--- src/rtl/j17_pkg.sv ---
// j17_pkg: shared opcodes, branch-control encodings and sequencer state encoding for the J17 core
package j17_pkg;
    localparam logic [5:0] OP_ADD  = 6'd1;
    localparam logic [5:0] OP_SUB  = 6'd2;
    localparam logic [5:0] OP_AND  = 6'd3;
    localparam logic [5:0] OP_OR   = 6'd4;
    localparam logic [5:0] OP_XOR  = 6'd5;
    localparam logic [5:0] OP_CMP  = 6'd6;
    localparam logic [5:0] OP_MOV  = 6'd7;
    localparam logic [5:0] OP_MOVI = 6'd8;

    localparam logic [4:0] PC_SEQ = 5'd0;
    localparam logic [4:0] PC_JE  = 5'd1;
    localparam logic [4:0] PC_JB  = 5'd2;
    localparam logic [4:0] PC_JA  = 5'd3;
    localparam logic [4:0] PC_JNE = 5'd4;
    localparam logic [4:0] PC_JBE = 5'd5;
    localparam logic [4:0] PC_JAE = 5'd6;
    localparam logic [4:0] PC_JNZ = 5'd7;
    localparam logic [4:0] PC_JZ  = 5'd8;
    localparam logic [4:0] PC_JMP = 5'd9;
    localparam logic [4:0] PC_HLT = 5'd10;

    typedef enum logic [2:0] {
        ST_FETCH    = 3'd0,
        ST_DECODE   = 3'd1,
        ST_EXEC     = 3'd2,
        ST_WAIT_ALU = 3'd3,
        ST_WB       = 3'd4,
        ST_NEXT     = 3'd5,
        ST_HALT     = 3'd6
    } state_t;

    localparam logic [31:0] NOP_WORD = 32'h6400_0000;
endpackage

--- src/rtl/cpu_sequencer_branch_cond.sv ---
// branch_cond: resolves whether a pc_control code branches, given the registered ALU flags
module branch_cond
    import j17_pkg::*;
(
    input  logic [4:0] pc_control,
    input  logic       eq,
    input  logic       below,
    input  logic       above,
    input  logic       zero,
    output logic       take
);
    always_comb begin
        take = 1'b0;
        case (pc_control)
            PC_JE:   take = eq;
            PC_JB:   take = below;
            PC_JA:   take = above;
            PC_JNE:  take = !eq;
            PC_JBE:  take = below | eq;
            PC_JAE:  take = above | eq;
            PC_JNZ:  take = !zero;
            PC_JZ:   take = zero;
            PC_JMP:  take = 1'b1;
            default: take = 1'b0;
        endcase
    end
endmodule

--- src/rtl/cpu_sequencer.sv ---
// cpu_sequencer: multi-cycle fetch/execute sequencer for the J17 core
// Owns PC and IR, fetches over a req/ack port and steps ALU, register write and branch resolution.
module cpu_sequencer
    import j17_pkg::*;
#(
    parameter int PC_W     = 21,
    parameter int RESET_PC = 0
) (
    input  logic            clock,
    input  logic            reset_n,
    output logic            imem_req,
    output logic [PC_W-1:0] imem_addr,
    input  logic            imem_ack,
    input  logic [31:0]     imem_rdata,
    output logic [31:0]     ir,
    input  logic [5:0]      alucode,
    input  logic            writecode,
    input  logic [4:0]      pc_control,
    output logic            alu_start,
    input  logic            alu_done,
    input  logic            alu_eq,
    input  logic            alu_below,
    input  logic            alu_above,
    input  logic            alu_zero,
    output logic            reg_we,
    output logic [PC_W-1:0] pc,
    output logic            halted,
    output logic [2:0]      state
);
    state_t st, st_nx;
    logic   f_eq, f_below, f_above, f_zero, take;

    branch_cond u_branch (
        .pc_control(pc_control),
        .eq        (f_eq),
        .below     (f_below),
        .above     (f_above),
        .zero      (f_zero),
        .take      (take)
    );

    always_ff @(posedge clock or negedge reset_n) begin
        if (!reset_n) st <= ST_FETCH;
        else          st <= st_nx;
    end

    // flags persist until the next completed ALU op, so branches see the latest compare
    always_ff @(posedge clock or negedge reset_n) begin
        if (!reset_n) begin
            pc                               <= PC_W'(RESET_PC);
            ir                               <= NOP_WORD;
            {f_eq, f_below, f_above, f_zero} <= 4'b0;
        end else begin
            if (st == ST_FETCH && imem_ack) ir <= imem_rdata;
            if (st == ST_WAIT_ALU && alu_done) {f_eq, f_below, f_above, f_zero} <= {alu_eq, alu_below, alu_above, alu_zero};
            if (st == ST_NEXT) pc <= take ? ir[PC_W-1:0] : pc + PC_W'(1);
        end
    end

    always_comb begin
        st_nx = st;
        case (st)
            ST_FETCH:    st_nx = imem_ack ? ST_DECODE : ST_FETCH;
            ST_DECODE:   st_nx = pc_control == PC_HLT ? ST_HALT :
                                 alucode != 6'd0      ? ST_EXEC :
                                 writecode            ? ST_WB   : ST_NEXT;
            ST_EXEC:     st_nx = ST_WAIT_ALU;
            ST_WAIT_ALU: st_nx = alu_done ? ST_WB : ST_WAIT_ALU;
            ST_WB:       st_nx = ST_NEXT;
            ST_NEXT:     st_nx = ST_FETCH;
            default:     st_nx = ST_HALT;
        endcase
    end

    // the reset state is FETCH, so the request is also gated by reset_n to stay low while held
    always_comb begin
        imem_req  = reset_n && st == ST_FETCH;
        imem_addr = pc;
        alu_start = st == ST_EXEC;
        reg_we    = st == ST_WB;
        halted    = st == ST_HALT;
        state     = st;
    end
endmodule

--- config.mk ---
export PLATFORM = sky130hd
export DESIGN_NAME = cpu_sequencer
export DESIGN_NICKNAME = d
export VERILOG_FILES = /design/src/rtl/j17_pkg.sv /design/src/rtl/cpu_sequencer_branch_cond.sv /design/src/rtl/cpu_sequencer.sv
export SDC_FILE = /design/constraint.sdc
export NUM_CORES = 1
export LEC_CHECK = 0
export BUFFER_PORTS_ARGS = -buffer_cell sky130_fd_sc_hd__clkbuf_2
export CORE_MARGIN = 2
export CORE_UTILIZATION = 44
export DETAILED_ROUTE_END_ITERATION = 8
export PLACE_DENSITY = 0.77
export SETUP_SLACK_MARGIN = 0.5
export SYNTH_ARGS = -nofsm -noshare
export SYNTH_HDL_FRONTEND = slang
export SYNTH_SLANG_ARGS = --single-unit
export TNS_END_PERCENT = 10
--- constraint.sdc ---
create_clock -name clock -period 1.8 [get_ports clock]
set_clock_uncertainty 0.2 [all_clocks]
set_input_delay 0.09 -clock clock [delete_from_list [all_inputs] [get_ports clock]]
set_output_delay 0.09 -clock clock [all_outputs]
set_load 0.03 [all_outputs]
==> results of run 1 <==
==> layout make-up <==
cell class | instances | area [um^2]
clock buffer | 11 | 131
sequential | 60 | 1520
tap | 99 | 124
inverter | 3 | 11.3
multi-input combinational | 208 | 1740
timing repair buffer | 218 | 2070
fill | 459 | 1570
clock inverter | 5 | 52.6
==> report_power, final <==
part           total (mW)  internal, mW  switching, mW
Clock                1.19         0.634          0.552
Sequential           2.60          2.01          0.594
Combinational        6.21          2.93           3.28
Total                10.0          5.57           4.42
==> how the worst max path moves through the flow <==
stage / cells past startpoint / endpoint / start / slack [ps]
final: 8 / imem_addr[15] / f_eq / -170
after global routing: 7 / imem_addr[20] / imem_addr[13] / -260
after CTS: 7 / imem_addr[8] / f_eq / -130
after detailed placement: 7 / imem_addr[19] / f_eq / -150
after global placement: 7 / imem_addr[6] / f_eq / -100
after floorplan: 6 / imem_addr[16] / imem_addr[6] / -160
==> cells in the final DEF (no fill, tap or decap), types with 3 or more instances in the layout <==
cell	Yosys	final
clkbuf_2	0	81
dfrtp_1	57	44
dlygate4sd3_1	0	39
buf_8	0	39
mux2_4	0	32
nand2_1	23	23
nand3_1	23	21
buf_6	3	20
a21oi_1	19	17
buf_4	21	17
clkbuf_8	0	14
dfrtp_2	0	13
a2bb2oi_1	12	11
nor2_1	12	10
mux2i_1	10	9
nor3_1	9	6
buf_12	1	6
nand4_1	5	5
and3_1	7	5
buf_2	9	5
o21ai_1	1	4
mux2_2	35	4
a21oi_2	1	3
a31oi_1	3	3
nor3b_1	5	3
o21ai_2	3	3
clkinv_2	0	3
clkbuf_16	0	3
dfstp_2	3	3
==> stage by stage <==
step | worst slack, ps | hold WS [ps] | setup TNS [ps]
finish | -171 | -86.9 | -2710
floorplan | -156 | -406 | -3960
global placement | -99.5 | -3.31 | -1070
CTS | -125 | -121 | -1940
detailed placement | -149 | 6.31 | -1870
global route | -264 | -84.4 | -4540
==> worst max-delay path: cells and delay by family, from the launching register on <==
family | cells | cell delay [ps]
simple gates | 2 | 440
compound gates | 4 | 560
flops | 1 | 400
buf+inv | 2 | 250
==> per-layer routing <==
metal  routed length (um)  part of all wire (%)  up-vias  global-route usage (%)
li1                     -                     -     1496                       -
met1                 4180                    38     1583                    31.9
met2                 5670                    52      171                    44.6
met3                  754                   6.9       26                    5.70
met4                  249                   2.3        0                    7.82
met5                    0                     0        -                       0
==> cells in the mapped netlist (all sizes together) (5+ instances only) <==
library cell	n
a21oi	20
a2bb2oi	12
and3	7
buf	35
dfrtp	57
mux2	36
mux2i	10
nand2	24
nand3	23
nand4	5
nor2	12
nor3	10
nor3b	5
o21ai	8
==> cells by family (layout without fill, tap and decap cells) <==
logic type | count (synthesis) | count (layout) | synth area share (%)
adder cells (fa/ha/maj) | 1 | 1 | 0.384
multiplexers | 46 | 46 | 15.5
buffers and inverters | 41 | 237 | 8.67
AND/OR/NAND/NOR | 105 | 105 | 17.3
flip-flops | 60 | 60 | 46.1
AO/OA/AOI/OAI | 56 | 56 | 12.0
==> sequential cells by signal (all words and copies together), names as in the netlist <==
| name | flops |
|---|---|
| imem_addr | 21 |
| f_zero | 1 |
| ir | 32 |
| state | 3 |
| f_eq | 1 |
| f_above | 1 |
| f_below | 1 |
==> what timing repair did <==
item | in CTS | in global routing
cloned | 1 | 3
gates resized for setup | 151 | 75
endpoints found under the hold margin | 99 | 1
buffers inserted | 0 | 4
pin swaps | 10 | 23
setup endpoints to repair | 105 | 113
==> flow_metrics.env, run 1 <==
export IMPL_hold_depth=4
export IMPL_cts_tree="yes"
export IMPL_reg2reg_depth=8
export IMPL_synth_ff_type="dfrtp_1"
export IMPL_hold_class="in -> reg"
export IMPL_cpPeakStageDelay_ps=400
export IMPL_vias_per_cell=5.42
export IMPL_yosys_top_cells_area="dfrtp_1 44%, mux2_2 12%, buf_4 4.8%, nand3_1 3.5%, a2bb2oi_1 3.2%"
export IMPL_critPathLaunchType="flop"
export IMPL_grt_overflow=0
export IMPL_wl_per_cell_um=18.0
export IMPL_grt_max_degree=61
export IMPL_setup_violations=20
export IMPL_drt_total_wl_um=10900
export IMPL_std_cell_rows=31
export IMPL_die_x_um=90.1
export IMPL_clock_sinks=60
export IMPL_syn_area_per_cell_um2=10.6
export IMPL_slew_headroom_pct=73.6
export IMPL_detail_route_antenna_nets=0
export IMPL_clkLatencyLatePin_ps=340
export IMPL_ys_ff_latch=60
export IMPL_crit_slowest_cell="dfrtp_1"
export IMPL_tightestPinTransition_ps=390
export IMPL_maxCapViolCount=0
export IMPL_ys_async_sr_fraction_pct=100
export IMPL_hold_buffers=39
export IMPL_period_share_pct=110
export IMPL_critPathMaxFanout=8
export IMPL_finalHoldViolations=1
export IMPL_cp_cell_sequence="nor2b_4, o21a_1, o21ai_2, and3_4, buf_12, buf_16, a21oi_1, a2bb2oi_1"
export IMPL_finalPower_mw=10.0
export IMPL_area_growth_synth_to_final_pct=73.1
export IMPL_port_buffers=132
export IMPL_dpl_cell_area_um2=4160
export IMPL_antenna_found_initial=0
export IMPL_r2r_start="f_eq"
export IMPL_dp_cells=541
export IMPL_hold_ws_ps=-86.9
export IMPL_worstPathArrival_ps=1990
export IMPL_grt_pass1_wl_um=16700
export IMPL_netlist_area_um2=3260
export IMPL_fin_crit_ps=1970
export IMPL_grt_setup_unrepaired="yes"
export IMPL_p_leak_nw=2.62
export IMPL_first_global_vias=3266
export IMPL_ys_seq_area_share_pct=46.1
export IMPL_slew_viol_final=0
export IMPL_yosys_area_top_type="dfrtp_1"
export IMPL_ir_drop_mv=1.15
export IMPL_final_area_um2=5650
export IMPL_initial_utilization_pct=45.2
export IMPL_failed_checks="hold timing, setup timing"
export IMPL_core_area_um2=7210
export IMPL_worst_setup_path_type="reg -> reg"
export IMPL_rr_endpoint="imem_addr[15]"
export IMPL_final_nets=553
export IMPL_holdPathEnd="state[0]"
export IMPL_dr_pass1_iters=4
export IMPL_syn_inst=309
export IMPL_min_from="alucode[1]"
export IMPL_outcome="finished, violations left"
export IMPL_grt_use_total_pct=25.7
export IMPL_vias=3276
export IMPL_die_area_um2=8120
export IMPL_utilization_pct=78.3
export IMPL_cts_max_level=3
export IMPL_die_h_um=90.1
export IMPL_clk_path_buf_depth=2
export IMPL_cts_buffers=9
export IMPL_layout_cells_non_filler=604
export IMPL_worstSetupEndpointType="flop"
export IMPL_worstPathRequired_ps=1820
export IMPL_n_antenna_cell=0
export IMPL_drc=0
export IMPL_r2r_slack_ps=-170
export IMPL_clk_pin_slew_worst_paths_ps=70
export IMPL_ios=133
export IMPL_yosysWarningCount=0
export IMPL_root_buffer="clkbuf_8"
export IMPL_p_per_area_nw_per_um2=1770
export IMPL_syn_nets=362
export IMPL_max_freq_ghz=0.507
export IMPL_synth_top_cell_area_share_pct=43.7
export IMPL_fin_ws_ps=-171
export IMPL_ys_types=53
export IMPL_drive_above_1_share_pct=55.2
export IMPL_place_detailed_hpwl_um=6050
export IMPL_gp_congestion=0.829
export IMPL_initialDrtViolationCount=171
export IMPL_synth_edf_count=0
Power figures use the tool's default switching activity.
==> run 2: changes to the inputs <==
--- a/config.mk
+++ b/config.mk
@@ -5,10 +5,11 @@
 export SDC_FILE = /design/constraint.sdc
 export NUM_CORES = 1
 export LEC_CHECK = 0
-export BUFFER_PORTS_ARGS = -buffer_cell sky130_fd_sc_hd__clkbuf_2
+export BUFFER_PORTS_ARGS = -buffer_cell sky130_fd_sc_hd__buf_2
 export CORE_MARGIN = 2
 export CORE_UTILIZATION = 44
 export DETAILED_ROUTE_END_ITERATION = 8
+export MAX_ROUTING_LAYER = met4
 export PLACE_DENSITY = 0.77
 export SETUP_SLACK_MARGIN = 0.5
 export SYNTH_ARGS = -nofsm -noshare
==> flow_metrics.env, run 2 (same netlist as run 1, synthesis figures left out) <==
export IMPL_worstSetupEndpointType="flop"
export IMPL_drive_above_1_share_pct=56.4
export IMPL_worst_setup_path_type="reg -> reg"
export IMPL_switching_share_pct=43.0
export IMPL_setup_violations=21
export IMPL_hold_buffers=39
export IMPL_num_fill_cells=472
export IMPL_p_int_mw=5.77
export IMPL_fin_crit_ps=1970
export IMPL_cts_tree="yes"
export IMPL_vias_per_cell=5.56
export IMPL_root_buffer="clkbuf_8"
export IMPL_vias=3330
export IMPL_largest_reg_flops=32
export IMPL_wl_per_cell_um=17.8
export IMPL_antenna_found_initial=0
export IMPL_tightestPinTransition_ps=364
export IMPL_grtUsageMet1_pct=30.3
export IMPL_ir_drop_mv=1.09
export IMPL_layout_commonest_cell="buf_2"
export IMPL_busiest_layer="met2"
export IMPL_gp_congestion=0.841
export IMPL_maxCapViolCount=0
export IMPL_first_global_vias=3347
export IMPL_grt_overflow=0
export IMPL_dpl_cell_area_um2=4160
export IMPL_period_share_pct=110
export IMPL_dr_pass1_iters=5
export IMPL_use_met3_pct=5.20
export IMPL_outcome="finished, violations left"
export IMPL_detail_route_antenna_nets=0
export IMPL_r2r_slack_ps=-170
export IMPL_critPathLaunchType="flop"
export IMPL_clock_sinks=60
export IMPL_initialDrtViolationCount=242
export IMPL_grt_max_degree=61
export IMPL_port_buffers=132
export IMPL_path_buf_inv=1
export IMPL_critPathMaxFanout=9
export IMPL_die_x_um=90.1
export IMPL_cts_buffers=9
export IMPL_drc=0
export IMPL_grt_use_met2_pct=43.3
export IMPL_die_h_um=90.1
export IMPL_cp_cell_sequence="nor2b_4, o21a_1, o21ai_2, and3_4, buf_12, mux2i_2, a2bb2oi_1"
export IMPL_p_per_area_nw_per_um2=1830
export IMPL_crit_slowest_cell="dfrtp_1"
export IMPL_final_nets=548
export IMPL_hold_ws_ps=-74.7
export IMPL_regMostFlops="ir"
export IMPL_fin_ws_ps=-171
export IMPL_worstPathRequired_ps=1820
export IMPL_finalHoldViolations=1
export IMPL_core_area_um2=7210
export IMPL_slew_headroom_pct=75.4
export IMPL_hold_class="in -> reg"
export IMPL_ios=133
export IMPL_worstPathArrival_ps=1990
export IMPL_grt_pass1_wl_um=16400
export IMPL_place_detailed_hpwl_um=6070
export IMPL_grt_setup_unrepaired="yes"
export IMPL_path_delay_family="compound AO/OA/AOI/OAI gates"
export IMPL_std_cell_rows=31
export IMPL_n_antenna_cell=0
export IMPL_clkLatencyLatePin_ps=330
export IMPL_slew_viol_final=0
export IMPL_comb_power_share_pct=58.5
export IMPL_drt_total_wl_um=10700
export IMPL_failed_checks="hold timing, setup timing"
export IMPL_p_clk_share_pct=16.0
export IMPL_mostFrequentLayoutCells="86 x buf_2, 53 x buf_6, 45 x dfrtp_1"
export IMPL_clk_path_buf_depth=2
export IMPL_area_growth_synth_to_final_pct=69.4
export IMPL_pwr_share_seq_pct=25.6
export IMPL_cpPeakStageDelay_ps=400
export IMPL_initial_utilization_pct=45.2
export IMPL_max_freq_ghz=0.507
export IMPL_p_leak_nw=2.54
export IMPL_grt_use_total_pct=25.8
export IMPL_die_area_um2=8120
export IMPL_clk_pin_slew_worst_paths_ps=70
export IMPL_final_area_um2=5530
export IMPL_cts_max_level=3
export IMPL_p_sw_mw=4.36
-- run 2: cell count changes in the layout (fill, tap and decap cells not counted), sizes merged --
cell      delta
buf         +81
clkinvlp     -1
clkinv       -3
clkbuf      -84
bufinv       +2
-- run 2: worst paths after layout --
kind / from / endpoint / depth (start not counted)
min in group asynchronous: reset_n / ir[20] / 3
hold / removal: alucode[0] / state[0] / 4
setup / recovery: f_eq / imem_addr[14] / 7
hold reg to reg: f_below / f_below / 1
max in group asynchronous: reset_n / ir[30] / 3
setup reg to reg: f_eq / imem_addr[14] / 7
-- run 2: metal layers --
layer / routed length [um] / share of wire (%)
met5: 0 / 0
met3: 673 / 6.3
met1: 4110 / 38
met4: 362 / 3.4
met2: 5540 / 52
-- run 2: power by group through the flow --
stage	sequential (mW)	clock (mW)	combinational (mW)
global route	2.67	1.70	6.21
detailed placement	2.49	0	4.57
CTS	2.52	1.64	5.58
floorplan	3.63	0	2.13
finish	2.59	1.62	5.92
global placement	2.46	0	4.48
-- run 2: final cells by class --
class / count / area, um^2 / share of cell area [%]
clock buffers: 13 / 179 / 3.24
clock inverters: 3 / 90.1 / 1.63
inverters: 3 / 11.3 / 0.204
multi-input cells: 208 / 1780 / 32.1
flip-flops and latches: 60 / 1520 / 27.5
well taps: 99 / 124 / 2.24
repair buffers: 213 / 1830 / 33.0
-- run 2: through the flow --
step	TNS (ps)	total power [mW]	setup slack, ps	std cells	utilization [%]
after floorplan	-3960	5.76	-156	309	-
after global placement	-802	6.95	-84.9	540	57.6
after detailed placement	-1690	7.06	-142	540	57.6
after CTS	-1660	9.74	-114	597	74.1
after global routing	-3450	10.6	-219	599	76.6
final	-2110	10.1	-171	599	76.6
-- run 2: timing repair --
item | in CTS | in global routing
hold endpoints to repair | 99 | 1
gates resized for setup | 142 | 38
setup buffers | 1 | 0
cloned | 1 | 2
setup endpoints to repair | 106 | 109
pin swaps | 9 | 18
-- run 2: tightest hold or removal path: stages --
cell	delay, ps
buf_2	90
nor3_2	40
nand2_1	110
o41ai_2	90
